## config.mk

```make
export PLATFORM = sky130hd
export DESIGN_NAME = inst_fetch
export DESIGN_NICKNAME = d
export VERILOG_FILES = /design/src/rtl/inst_fetch.sv
export SDC_FILE = /design/constraint.sdc
export NUM_CORES = 1
export LEC_CHECK = 0
export ABC_CLOCK_PERIOD_IN_PS = 9600
export BUFFER_PORTS_ARGS = -buffer_cell sky130_fd_sc_hd__buf_2
export CORE_UTILIZATION = 36
export CTS_BUF_LIST = sky130_fd_sc_hd__clkbuf_4 sky130_fd_sc_hd__clkbuf_8 sky130_fd_sc_hd__clkbuf_16
export DETAILED_ROUTE_END_ITERATION = 16
export GPL_TIMING_DRIVEN = 1
export REMOVE_ABC_BUFFERS = 1
export SLEW_MARGIN = 20
export SYNTH_ARGS = -nofsm -noshare
export SYNTH_HDL_FRONTEND = slang
export SYNTH_SLANG_ARGS = --single-unit
```

## constraint.sdc

```tcl
create_clock -name clock -period 9.6 [get_ports clock]
set_clock_uncertainty 0.05 [all_clocks]
set_input_delay 0.96 -clock clock [delete_from_list [all_inputs] [get_ports clock]]
set_output_delay 0.96 -clock clock [all_outputs]
set_load 0.02 [all_outputs]
```

## src/rtl/inst_fetch.sv

```systemverilog
// Instruction fetch with a one-entry line register in front of a request/ack memory bus.
// A miss stalls the PC while a single outstanding read is tracked; flushed reads drain before reissue.
module inst_fetch #(
  parameter int ADDR_WIDTH = 32,
  parameter int DATA_WIDTH = 32,
  parameter int TIMEOUT    = 255
) (
  input  logic                  clock,
  input  logic                  reset,
  input  logic [ADDR_WIDTH-1:0] program_counter,
  input  logic                  chip_enable,
  input  logic                  branch_flush,
  output logic                  mem_req,
  output logic [ADDR_WIDTH-1:0] mem_addr,
  input  logic                  mem_ack,
  input  logic [DATA_WIDTH-1:0] mem_rdata,
  output logic [DATA_WIDTH-1:0] instruction,
  output logic                  inst_valid,
  output logic                  stall_request,
  output logic                  fetch_error
);

  typedef enum logic [1:0] {S_IDLE, S_WAIT, S_DRAIN} state_t;

  localparam logic [7:0] CNT_LAST = 8'(TIMEOUT - 1);

  state_t                state_q, state_d;
  logic                  mem_req_q, mem_req_d;
  logic [ADDR_WIDTH-1:0] mem_addr_q, mem_addr_d;
  logic                  line_valid_q, line_valid_d;
  logic [ADDR_WIDTH-1:0] line_pc_q, line_pc_d;
  logic [DATA_WIDTH-1:0] line_data_q, line_data_d;
  logic [7:0]            cnt_q, cnt_d;
  logic                  fetch_error_q, fetch_error_d;

  logic aligned;
  logic hit;
  logic need_fetch;

  assign aligned    = (program_counter[1:0] == 2'b00);
  assign hit        = line_valid_q && (line_pc_q == program_counter) && chip_enable;
  assign need_fetch = chip_enable && aligned && !hit;

  assign instruction   = hit ? line_data_q : '0;
  assign inst_valid    = hit;
  assign stall_request = need_fetch;
  assign mem_req       = mem_req_q;
  assign mem_addr      = mem_addr_q;
  assign fetch_error   = fetch_error_q;

  always_comb begin
    state_d       = state_q;
    mem_req_d     = mem_req_q;
    mem_addr_d    = mem_addr_q;
    line_valid_d  = line_valid_q;
    line_pc_d     = line_pc_q;
    line_data_d   = line_data_q;
    cnt_d         = cnt_q;
    fetch_error_d = chip_enable && !aligned;

    case (state_q)
      S_IDLE: begin
        // A stray ack here belongs to no request and is ignored.
        if (need_fetch && !branch_flush) begin
          mem_req_d  = 1'b1;
          mem_addr_d = {program_counter[ADDR_WIDTH-1:2], 2'b00};
          cnt_d      = '0;
          state_d    = S_WAIT;
        end
      end
      S_WAIT: begin
        if (mem_ack) begin
          mem_req_d = 1'b0;
          state_d   = S_IDLE;
          if (!branch_flush && chip_enable) begin
            line_valid_d = 1'b1;
            line_pc_d    = mem_addr_q;
            line_data_d  = mem_rdata;
          end
        end else if (branch_flush || !chip_enable) begin
          // The bus cannot be aborted, so keep requesting until the ack arrives.
          state_d = S_DRAIN;
        end else if (cnt_q == CNT_LAST) begin
          mem_req_d     = 1'b0;
          fetch_error_d = 1'b1;
          state_d       = S_IDLE;
        end else begin
          cnt_d = cnt_q + 8'd1;
        end
      end
      S_DRAIN: begin
        if (mem_ack) begin
          mem_req_d = 1'b0;
          state_d   = S_IDLE;
        end
      end
      default: begin
        mem_req_d = 1'b0;
        state_d   = S_IDLE;
      end
    endcase

    if (!chip_enable) begin
      line_valid_d = 1'b0;
    end
  end

  always_ff @(posedge clock or posedge reset) begin
    if (reset) begin
      state_q       <= S_IDLE;
      mem_req_q     <= 1'b0;
      mem_addr_q    <= '0;
      line_valid_q  <= 1'b0;
      line_pc_q     <= '0;
      line_data_q   <= '0;
      cnt_q         <= '0;
      fetch_error_q <= 1'b0;
    end else begin
      state_q       <= state_d;
      mem_req_q     <= mem_req_d;
      mem_addr_q    <= mem_addr_d;
      line_valid_q  <= line_valid_d;
      line_pc_q     <= line_pc_d;
      line_data_q   <= line_data_d;
      cnt_q         <= cnt_d;
      fetch_error_q <= fetch_error_d;
    end
  end

endmodule

```

## Yosys cells after proc, flatten, opt, wreduce, memory -nomap -nowiden

Cells that the tools add are included.

| word-level totals | value |
|---|---|
| bits of input ports | 69 |
| memories | 0 |
| register bits | 105 |
| ROM bits | 0 |
| bits in writable memories | 0 |
| bits in latches | 0 |
| word-level logic and storage cells | 71 |

| operators by class | value |
|---|---|
| $add $sub $neg | 1 |
| magnitude comparators | 0 |
| reduce and logical (&&, ||, !) cells | 21 |
| bitwise gates (word level) | 0 |
| multipliers | 0 |
| multiplexer cells | 26 |
| eq/ne operators | 15 |
| div/mod/pow operators | 0 |
| shifts and indexed selects | 0 |

Operator list:

| kind | number |
|---|---|
| equality test 32 bit | 1 |
| 2-to-1 mux 32 bit | 1 |
| 2-to-1 mux 8 bit | 4 |
| one-hot mux 8 bit (2 select lines) | 1 |
| 2-to-1 mux 1 bit | 13 |
| 2-to-1 mux 2 bit | 5 |
| inequality test 2 bit (second input constant) | 5 |
| AND reduction 3 bit | 3 |
| adder 8 x 1 -> 8 bit (second input constant) | 1 |
| equality test 8 bit (second input constant) | 1 |
| logical AND 1 bit | 7 |
| inequality test 2 x 1 -> 1 bit (second input constant) | 3 |
| inequality test 3 bit (second input constant) | 2 |
| one-hot mux 2 bit (3 select lines) | 1 |
| AND reduction 5 bit | 1 |
| zero test 1 bit | 4 |
| zero test 2 bit | 2 |
| inequality test 4 bit (second input constant) | 1 |
| AND reduction 4 bit | 1 |
| one-hot mux 1 bit (3 select lines) | 1 |
| equality test 2 x 1 -> 1 bit (second input constant) | 1 |
| equality test 2 bit (second input constant) | 1 |
| AND reduction 2 bit | 1 |
| nonzero test 2 bit | 1 |
| logical OR 1 bit | 1 |

## Logic depth before layout (Yosys ltp)

Gate-level depths: netlist of run 1.

| logic depth | value |
|---|---|
| depth in word-level cells | 8 |
| gate-level depth with buffers | 8 |
| gate-level depth less buffers | 7 |

## Worst setup path before layout of run 1

No wires, ideal clock.

| timing | value |
|---|---|
| path type | input to output |
| start | input port program_counter[26] |
| end | output port instruction[23] |
| path buffers | 1 |
| path slack | 6.009 ns |
| data arrival time | 2.581 ns |
| stages | 6 |
| path through | xor2_1 > nor4_1 > nand4_1 > nor4_4 > clkbuf_1 > and2_1 |

| on the way | value |
|---|---|
| longest elaborated chain between the ends | 4 |

Ends and longest elaborated chain:

| item | line | source |
|---|---|---|
| from (decl) | 10 | `input logic [ADDR_WIDTH-1:0] program_counter,` |
| equality test 32 bit | 41 | `assign hit = line_valid_q && (line_pc_q == program_counter) && chip_enable;` |
| logical AND 1 bit (2 in a row) | 41 |  |
| named net inst_valid | 18 | `output logic inst_valid,` |
| 2-to-1 mux 32 bit | 44 | `assign instruction = hit ? line_data_q : '0;` |
| to (decl) | 17 | `output logic [DATA_WIDTH-1:0] instruction,` |

The timed path passes the listed nets, and every way through them passes these cells.

## Worst setup path in the final report of run 1

| timing | value |
|---|---|
| start | input port program_counter[26] |
| end | output port instruction[15] |

| on the way | value |
|---|---|
| longest elaborated chain between the ends | 4 |

Ends and longest elaborated chain:

| item | line |
|---|---|
| equality test 32 bit | 41 |
| logical AND 1 bit (2 in a row) | 41 |
| 2-to-1 mux 32 bit | 44 |

No other way between the ends.

==> results.txt, run 1 <==
----------------------------------------------------
[Route]
  Via total after detailed routing ... 3110
  Number of vias per cell ... 4.691
  Iter 0 DRT Violations ... 67
  ANT nets after route ... 0
  Drt drc ... 0
  Final WL ... 9505 um
  Routed len/inst ... 14.34 um
  Router iterations before antenna repair ... 4

[STA]
  FMAX ... 258.8 MHz
  Final period util ... 40.25%
  Unrepaired setup endpoints after global routing ... no
  Post-layout min period ... 3.864 ns
  Worst slew pin tran ... 1.063 ns
  Sum Neg Setup Slack ... 0 ns
  Final Max Slew Viols ... 0
  Normalized max-slew margin ... 28.94%
  Final setup violation count ... 0
  Final count of hold timing violations ... 0

[Critical path]
  Worst path slowest cell ... sky130_fd_sc_hd__nor4_1
  Timing endpoint of the critical path ... instruction[15]
  Critical path start-end classification ... input pin to primary output
  Kind of end point of the critical path ... primary output
  Most common cell on crit path ... sky130_fd_sc_hd__buf_2
  Critical Path Start ... program_counter[26]
  Endpoint of the worst-slack reg-to-reg timing path ... mem_addr[14]
  Worst path arrival time ... 2.85 ns
  Largest driver fanout on the critical path ... 36
  Slowest Stage Delay on Critical Path ... 0.40 ns
  Type of origin of the critical path ... input pin
  R2R Setup Slk ... 6.97 ns
  Count of cells along the worst register-to-register path ... 7
  CP Cell Sequence ... buf_2, xor2_1, nor4_1, nand4_1, nor4_4, buf_4, and2_1, buf_2
  Required time reported for the critical path endpoint ... 8.59 ns
  Startpoint of the lowest-slack register-to-register path ... line_pc_q[26]

[CTS]
  H-tree depth reported by CTS ... 3
  Num CTS Buffers ... 9
  Clock latency on the worst-skew pair ... 0.35 ns
  Count of instances resized after the clock tree is built ... 0
  Buffer count from post-CTS setup fixing ... 0
  Number of buffers on the longest clock path ... 2
  Number of buffers added to fix hold violations after cts ... 0
  Clk slew on worst S/H paths ... 0.06 ns
  Clock Sink Count ... 105
  Buffer type at the clock tree root ... sky130_fd_sc_hd__clkbuf_16
  Clock tree from TritonCTS ... done

[Cells and area]
  Register cell area after layout ... 2628 um2
  Layout overhead on the synthesized area ... 24.28%
  Share of cells above drive strength 1 ... 50.31%
  Post-Layout Cell Count ... 663
  Final nets ... 558
  Multi-input gate area in the final layout ... 1971 um2
  Ant diodes ... 0
  Filler cell count in the final layout ... 1208
  Final std cell area, no fill ... 5814 um2

[Placement]
  Placed cell area ... 5513 um2
  Number of placed instances with taps included ... 648
  Dpl hpwl ... 6696 um
  Number of buffer cells added on primary ports ... 134
  Final Wtd Congestion ... 0.7531

[Yosys]
  Top cells by area, synth ... sky130_fd_sc_hd__dfrtp_1 (56%), sky130_fd_sc_hd__mux2_2 (22%), sky130_fd_sc_hd__and2_1 (4.4%)
  Top flip-flop cell by instance count after synthesis ... sky130_fd_sc_hd__dfrtp_1
  Proportion of register bits with asynchronous set or reset after synthesis ... 100.0%
  Netlist cell types ... 31
  Number of enable-type register cells in the synthesized netlist ... 0
  Cells after Synth ... 355
  Average cell area after synthesis ... 13.18 um2
  Total of warnings raised by yosys ... 0
  Cell taking the most area after synthesis ... sky130_fd_sc_hd__dfrtp_1
  Share of the synthesized area in the top cell type ... 56.16%
  Number of synthesized register bits ... 105
  Sequential-to-total area share from yosys stat ... 56.16%
  Post-synthesis cell area ... 4678 um2

[Global routing]
  Met3 layer usage reported by global route ... 4.812%
  GR met2 Demand/Resource ... 24.21%
  Antenna violations before repair ... 1
  Pin count of the biggest net entering global routing ... 70
  Wire length of the first global-routing pass ... 15270 um
  GRT met1 Usage ... 18.42%
  Most heavily used metal layer in global routing ... met2
  Combined global-route utilization of all metal layers ... 15.04%
  Final global-route overflow total ... 0
  Via count of the first global-routing pass ... 3151

[Power]
  PD cells ... 196.3 nW/um2
  Maximum vdd ir drop ... 0.00009720 V
  Static Leakage ... 2.944 nW

[Floorplan]
  DIE WIDTH ... 116.0 um
  Count of boundary I/O pins ... 137
  Starting utilization of the core area ... 37.07%
  Die outline area ... 13450 um2
  Floorplan Core Area ... 12620 um2
  Row cnt ... 41
  Die Y ... 116.0 um

[Job]
  Max-capacitance violation count ... 0

[Run status]
  Outcome ... completed

[Hold path]
  Cell depth of the worst min-delay path ... 2
  Path type of the worst min-delay path ... flip-flop to flip-flop

----------------------------------------------------
-- cells in the final DEF (no fill, tap or decap), types with 2 or more instances in the layout --
cell	count
sky130_fd_sc_hd__buf_4	2
sky130_fd_sc_hd__a31oi_1	4
sky130_fd_sc_hd__o22a_1	2
sky130_fd_sc_hd__nand2_1	15
sky130_fd_sc_hd__o41ai_1	2
sky130_fd_sc_hd__mux2_2	92
sky130_fd_sc_hd__inv_1	2
sky130_fd_sc_hd__nor3_1	7
sky130_fd_sc_hd__nand2b_1	3
sky130_fd_sc_hd__nand4_1	5
sky130_fd_sc_hd__a21oi_1	2
sky130_fd_sc_hd__ha_1	2
sky130_fd_sc_hd__clkbuf_16	9
sky130_fd_sc_hd__o21ai_0	9
sky130_fd_sc_hd__conb_1	2
sky130_fd_sc_hd__buf_2	134
sky130_fd_sc_hd__nor2b_1	2
sky130_fd_sc_hd__nor4_1	5
sky130_fd_sc_hd__nor2_1	4
sky130_fd_sc_hd__nand3_1	5
sky130_fd_sc_hd__xnor2_1	10
sky130_fd_sc_hd__dfrtp_1	105
sky130_fd_sc_hd__xor2_1	20
sky130_fd_sc_hd__and2_1	33
-- sequential cells by signal, indices dropped and copies added (netlist names) --
| name | count |
|---|---|
| state_q | 2 |
| line_data_q | 32 |
| mem_addr | 30 |
| cnt_q | 8 |
| line_valid_q | 1 |
| mem_req | 1 |
| line_pc_q | 30 |
| fetch_error | 1 |
-- where the power goes --
part	switching, W	internal, W
clock	0.000164	0.000210
combinational	0.000105	0.0000997
sequential	0.0000464	0.000516
total	0.000316	0.000826
-- per-layer routing --
metal  vias to the layer above  routed length, um  part of all wire, %
met1                      1513               4148                   44
met4                         2                188                  2.0
li1                       1498                  -                    -
met3                        16                629                  6.6
met5                         -                 10                 0.11
met2                        81               4529                   48
-- how the worst min path moves through the flow --
stage | startpoint | end | slack, ns
2_1_floorplan | line_valid_q | line_valid_q | 0.38
3_3_place_gp | line_data_q[20] | line_data_q[20] | 0.43
3_5_place_dp | line_data_q[2] | line_data_q[2] | 0.43
4_1_cts | line_data_q[2] | line_data_q[2] | 0.45
5_1_grt | line_data_q[2] | line_data_q[2] | 0.45
6_report | line_valid_q | line_valid_q | 0.44
-- cell type report --
cell class / count / area share [%]
Clock buffer: 10 / 4.110
Clock inverter: 5 / 1.076
Inverter: 3 / 0.2367
Timing Repair Buffer: 136 / 11.79
Multi-Input combinational cell: 232 / 33.89
Tap cell: 172 / 3.701
Sequential cell: 105 / 45.19
-- worst max-delay path: cells and delay by family --
| kind | cells | cell delay, ns |
|---|---|---|
| and+or+nand+nor | 4 | 1.13 |
| buffers and inverters | 3 | 0.62 |
| xor gates and xnor gates | 1 | 0.13 |
-- cell families (layout without fill, tap and decap cells) --
family	count (synthesis)	count (layout)	share of synthesized area (%)
other cells	1	2	0.08016
simple gates	84	84	10.24
buf+inv	19	154	2.166
fa+ha+maj	2	2	0.5348
compound gates	22	22	3.049
flops	105	105	56.16
xor+xnor	30	30	5.616
mux	92	92	22.14
-- cell usage after synthesis, drive strengths merged, types with 4 or more instances --
library cell and n:
a31oi 4, and2 33, buf 5, clkbuf 11, dfrtp 105, mux2 92
nand2 15, nand3 6, nand4 5, nor2 5, nor3 7, nor4 6
o21ai 9, xnor2 10, xor2 20
-- through the flow --
step	setup WS [ns]	hold WS, ns	util, %	total power, W
floorplan	5.819	0.3814	-	0.0006984
global placement	5.786	0.4279	43.68	0.0007706
detailed placement	5.704	0.4347	43.68	0.0007799
CTS	5.697	0.4512	46.07	0.001160
global route	5.618	0.4540	46.07	0.001199
finish	5.736	0.4394	46.07	0.001141
Power figures use the tool's default switching activity.
==> run 2, diff against run 1 <==
Settings changed: ABC_CLOCK_PERIOD_IN_PS 9600 to 3900.
Clock period 9.6 ns to 3.9 ns, I/O delays scaled along.
==> results.txt, run 2 (synthesis results as in run 1) <==
----------------------------------------------------
[Floorplan]
  Row cnt ... 41 (unchanged)
  DIE WIDTH ... 116.0 um (unchanged)
  Die outline area ... 13450 um2 (unchanged)
  Floorplan Core Area ... 12620 um2 (unchanged)
  Count of boundary I/O pins ... 137 (unchanged)
  Starting utilization of the core area ... 37.07% (unchanged)
  Die Y ... 116.0 um (unchanged)

[Power]
  Power dissipated by switching net loads ... 0.0007975 W (was 0.0003157 W)
  Switching power share of the total ... 28.90% (was 27.65%)
  PD cells ... 472.5 nW/um2 (was 196.3 nW/um2)
  Proportion of power drawn by the clock network ... 31.5% (was 32.8%)
  Static Leakage ... 2.953 nW (was 2.944 nW)
  Maximum vdd ir drop ... 0.0003479 V (was 0.00009720 V)
  Sequential share of power ... 50.2% (was 49.3%)
  Power Internal ... 0.001962 W (was 0.0008258 W)
  Combinational power share ... 18.3% (was 17.9%)

[STA]
  Final setup violation count ... 0 (unchanged)
  Worst hold margin ... 0.01554 ns (was 0.4394 ns)
  Post-layout min period ... 2.937 ns
  Worst slew pin tran ... 0.7775 ns (was 1.063 ns)
  Unrepaired setup endpoints after global routing ... no (unchanged)
  Final period util ... 75.31%
  Normalized max-slew margin ... 48.06% (was 28.94%)
  Final count of hold timing violations ... 0 (unchanged)
  Final Max Slew Viols ... 0 (unchanged)
  FMAX ... 340.5 MHz
  Sum Neg Setup Slack ... 0 ns (unchanged)

[Critical path]
  Worst path arrival time ... 2.50 ns (was 2.85 ns)
  Critical path start-end classification ... flip-flop to primary output (was input pin to primary output)
  Type of origin of the critical path ... flip-flop (was input pin)
  Critical Path Start ... line_pc_q[26] (was program_counter[26])
  Endpoint of the worst-slack reg-to-reg timing path ... mem_addr[26] (was mem_addr[14])
  Kind of end point of the critical path ... primary output (unchanged)
  Largest driver fanout on the critical path ... 36 (unchanged)
  Startpoint of the lowest-slack register-to-register path ... line_pc_q[26] (unchanged)
  Count of cells along the worst register-to-register path ... 8 (was 7)
  Timing endpoint of the critical path ... instruction[12] (was instruction[15])
  R2R Setup Slk ... 1.30 ns (was 6.97 ns)
  Required time reported for the critical path endpoint ... 3.46 ns (was 8.59 ns)

[Cells and area]
  Largest register FFs ... 32 (unchanged)
  Final design utilization ... 46.28% (was 46.07%)
  Ant diodes ... 0 (unchanged)
  Most common cell after layout, fill and taps aside ... sky130_fd_sc_hd__buf_2 (unchanged)
  Share of cells above drive strength 1 ... 50.71% (was 50.31%)
  Final nets ... 561 (was 558)
  Layout overhead on the synthesized area ... 24.85% (was 24.28%)
  Top library cells by usage in the layout, fill and taps aside ... sky130_fd_sc_hd__buf_2 (134), sky130_fd_sc_hd__dfrtp_1 (105), sky130_fd_sc_hd__mux2_2 (92), sky130_fd_sc_hd__and2_1 (33), sky130_fd_sc_hd__xor2_1 (20) (unchanged)
  Top reg by flops ... line_data_q (unchanged)
  Final std cell area, no fill ... 5841 um2 (was 5814 um2)

[CTS]
  Number of buffers added to fix hold violations after cts ... 0 (unchanged)
  Count of instances resized after the clock tree is built ... 0 (unchanged)
  Num CTS Buffers ... 9 (unchanged)
  Number of buffers on the longest clock path ... 2 (unchanged)
  Clock tree from TritonCTS ... done (unchanged)
  Clock latency on the worst-skew pair ... 0.35 ns (about the same)
  Clock Sink Count ... 105 (unchanged)
  Clk slew on worst S/H paths ... 0.07 ns (was 0.06 ns)
  H-tree depth reported by CTS ... 3 (unchanged)
  Buffer count from post-CTS setup fixing ... 0 (unchanged)
  Buffer type at the clock tree root ... sky130_fd_sc_hd__clkbuf_16 (unchanged)

[Global routing]
  Final global-route overflow total ... 0 (unchanged)
  Pin count of the biggest net entering global routing ... 49 (was 70)
  Combined global-route utilization of all metal layers ... 15.33% (was 15.04%)
  Wire length of the first global-routing pass ... 15650 um (was 15270 um)
  Antenna violations before repair ... 1 (unchanged)
  Via count of the first global-routing pass ... 3137 (was 3151)

[Route]
  Drt drc ... 0 (unchanged)
  ANT nets after route ... 0 (unchanged)
  Via total after detailed routing ... 3178 (was 3110)
  Routed len/inst ... 14.22 um (was 14.34 um)
  Number of vias per cell ... 4.765 (was 4.691)
  Final WL ... 9485 um (was 9505 um)
  Iter 0 DRT Violations ... 112 (was 67)
  Router iterations before antenna repair ... 5 (was 4)

[Job]
  Max-capacitance violation count ... 0 (unchanged)

[Hold path]
  Path type of the worst min-delay path ... input pin to async pin (was flip-flop to flip-flop)

[Placement]
  Final Wtd Congestion ... 0.7848 (was 0.7531)
  Number of buffer cells added on primary ports ... 134 (unchanged)
  Dpl hpwl ... 6825 um (was 6696 um)
  Placed cell area ... 5528 um2 (was 5513 um2)

[Run status]
  Outcome ... completed (unchanged)

----------------------------------------------------
-- run 2: cell types whose count changed in the layout (fill, tap and decap cells not counted) --
cell / before / now
sky130_fd_sc_hd__inv_8: 1 / 0
sky130_fd_sc_hd__clkinv_8: 0 / 1
sky130_fd_sc_hd__buf_12: 0 / 1
sky130_fd_sc_hd__clkinv_4: 0 / 4
sky130_fd_sc_hd__bufinv_16: 1 / 0
sky130_fd_sc_hd__clkinv_2: 1 / 0
sky130_fd_sc_hd__clkbuf_8: 1 / 0
sky130_fd_sc_hd__buf_4: 2 / 4
-- run 2: area by class of cell --
class / instances / area (um2)
timing repair buffer: 139 / 720.7
tap: 172 / 215.2
sequential: 105 / 2628
clock inverter: 7 / 67.56
clock buffer: 9 / 225.2
inverter: 3 / 13.76
fill: 1194 / 6779
multi-input combinational: 232 / 1971
-- run 2: per-layer routing --
layer / track usage, % / vias to the layer above / part of all wire, %
met5: 0 / - / 0.14
met4: 3.761 / 2 / 0.98
met3: 5.126 / 11 / 7.1
met2: 25.75 / 89 / 49
met1: 19.01 / 1567 / 43
li1: - / 1509 / -
-- run 2: critical path, cell delays in order, from the launching register on --
cell and delay, ns:
sky130_fd_sc_hd__dfrtp_1 0.39, sky130_fd_sc_hd__xor2_1 0.16, sky130_fd_sc_hd__nor4_1 0.38, sky130_fd_sc_hd__nand4_1 0.27
sky130_fd_sc_hd__nor4_4 0.26, sky130_fd_sc_hd__buf_4 0.33, sky130_fd_sc_hd__and2_1 0.19, sky130_fd_sc_hd__buf_2 0.16
-- run 2: through the flow --
step / std cells / total power, W / worst slack, ns
6_report: 667 / 0.002759 / 0.9631
5_1_grt: 667 / 0.002922 / 0.7014
4_1_cts: 666 / 0.002810 / 0.8693
3_5_place_dp: 650 / 0.001921 / 1.124
3_3_place_gp: 650 / 0.001898 / 1.170
2_1_floorplan: 340 / 0.001719 / 0.6995
-- run 2: worst min path at each step --
stage / from / end / slack (ns) / depth (start not counted)
6_report: reset / mem_addr[20] / 0.02 / 2
2_1_floorplan: line_valid_q / line_valid_q / 0.38 / 2
3_3_place_gp: reset / line_data_q[15] / 0.41 / 2
3_5_place_dp: reset / mem_addr[26] / 0.41 / 2
5_1_grt: reset / mem_addr[26] / 0.05 / 2
4_1_cts: reset / mem_addr[20] / 0.03 / 2
-- run 2: power groups by stage --
stage	combinational [W]	clock, W	sequential, W
3_3_place_gp	0.000503	0	0.00140
3_5_place_dp	0.000514	0	0.00141
4_1_cts	0.000514	0.000909	0.00139
5_1_grt	0.000552	0.000957	0.00141
2_1_floorplan	0.000237	0	0.00148
6_report	0.000505	0.000870	0.00138
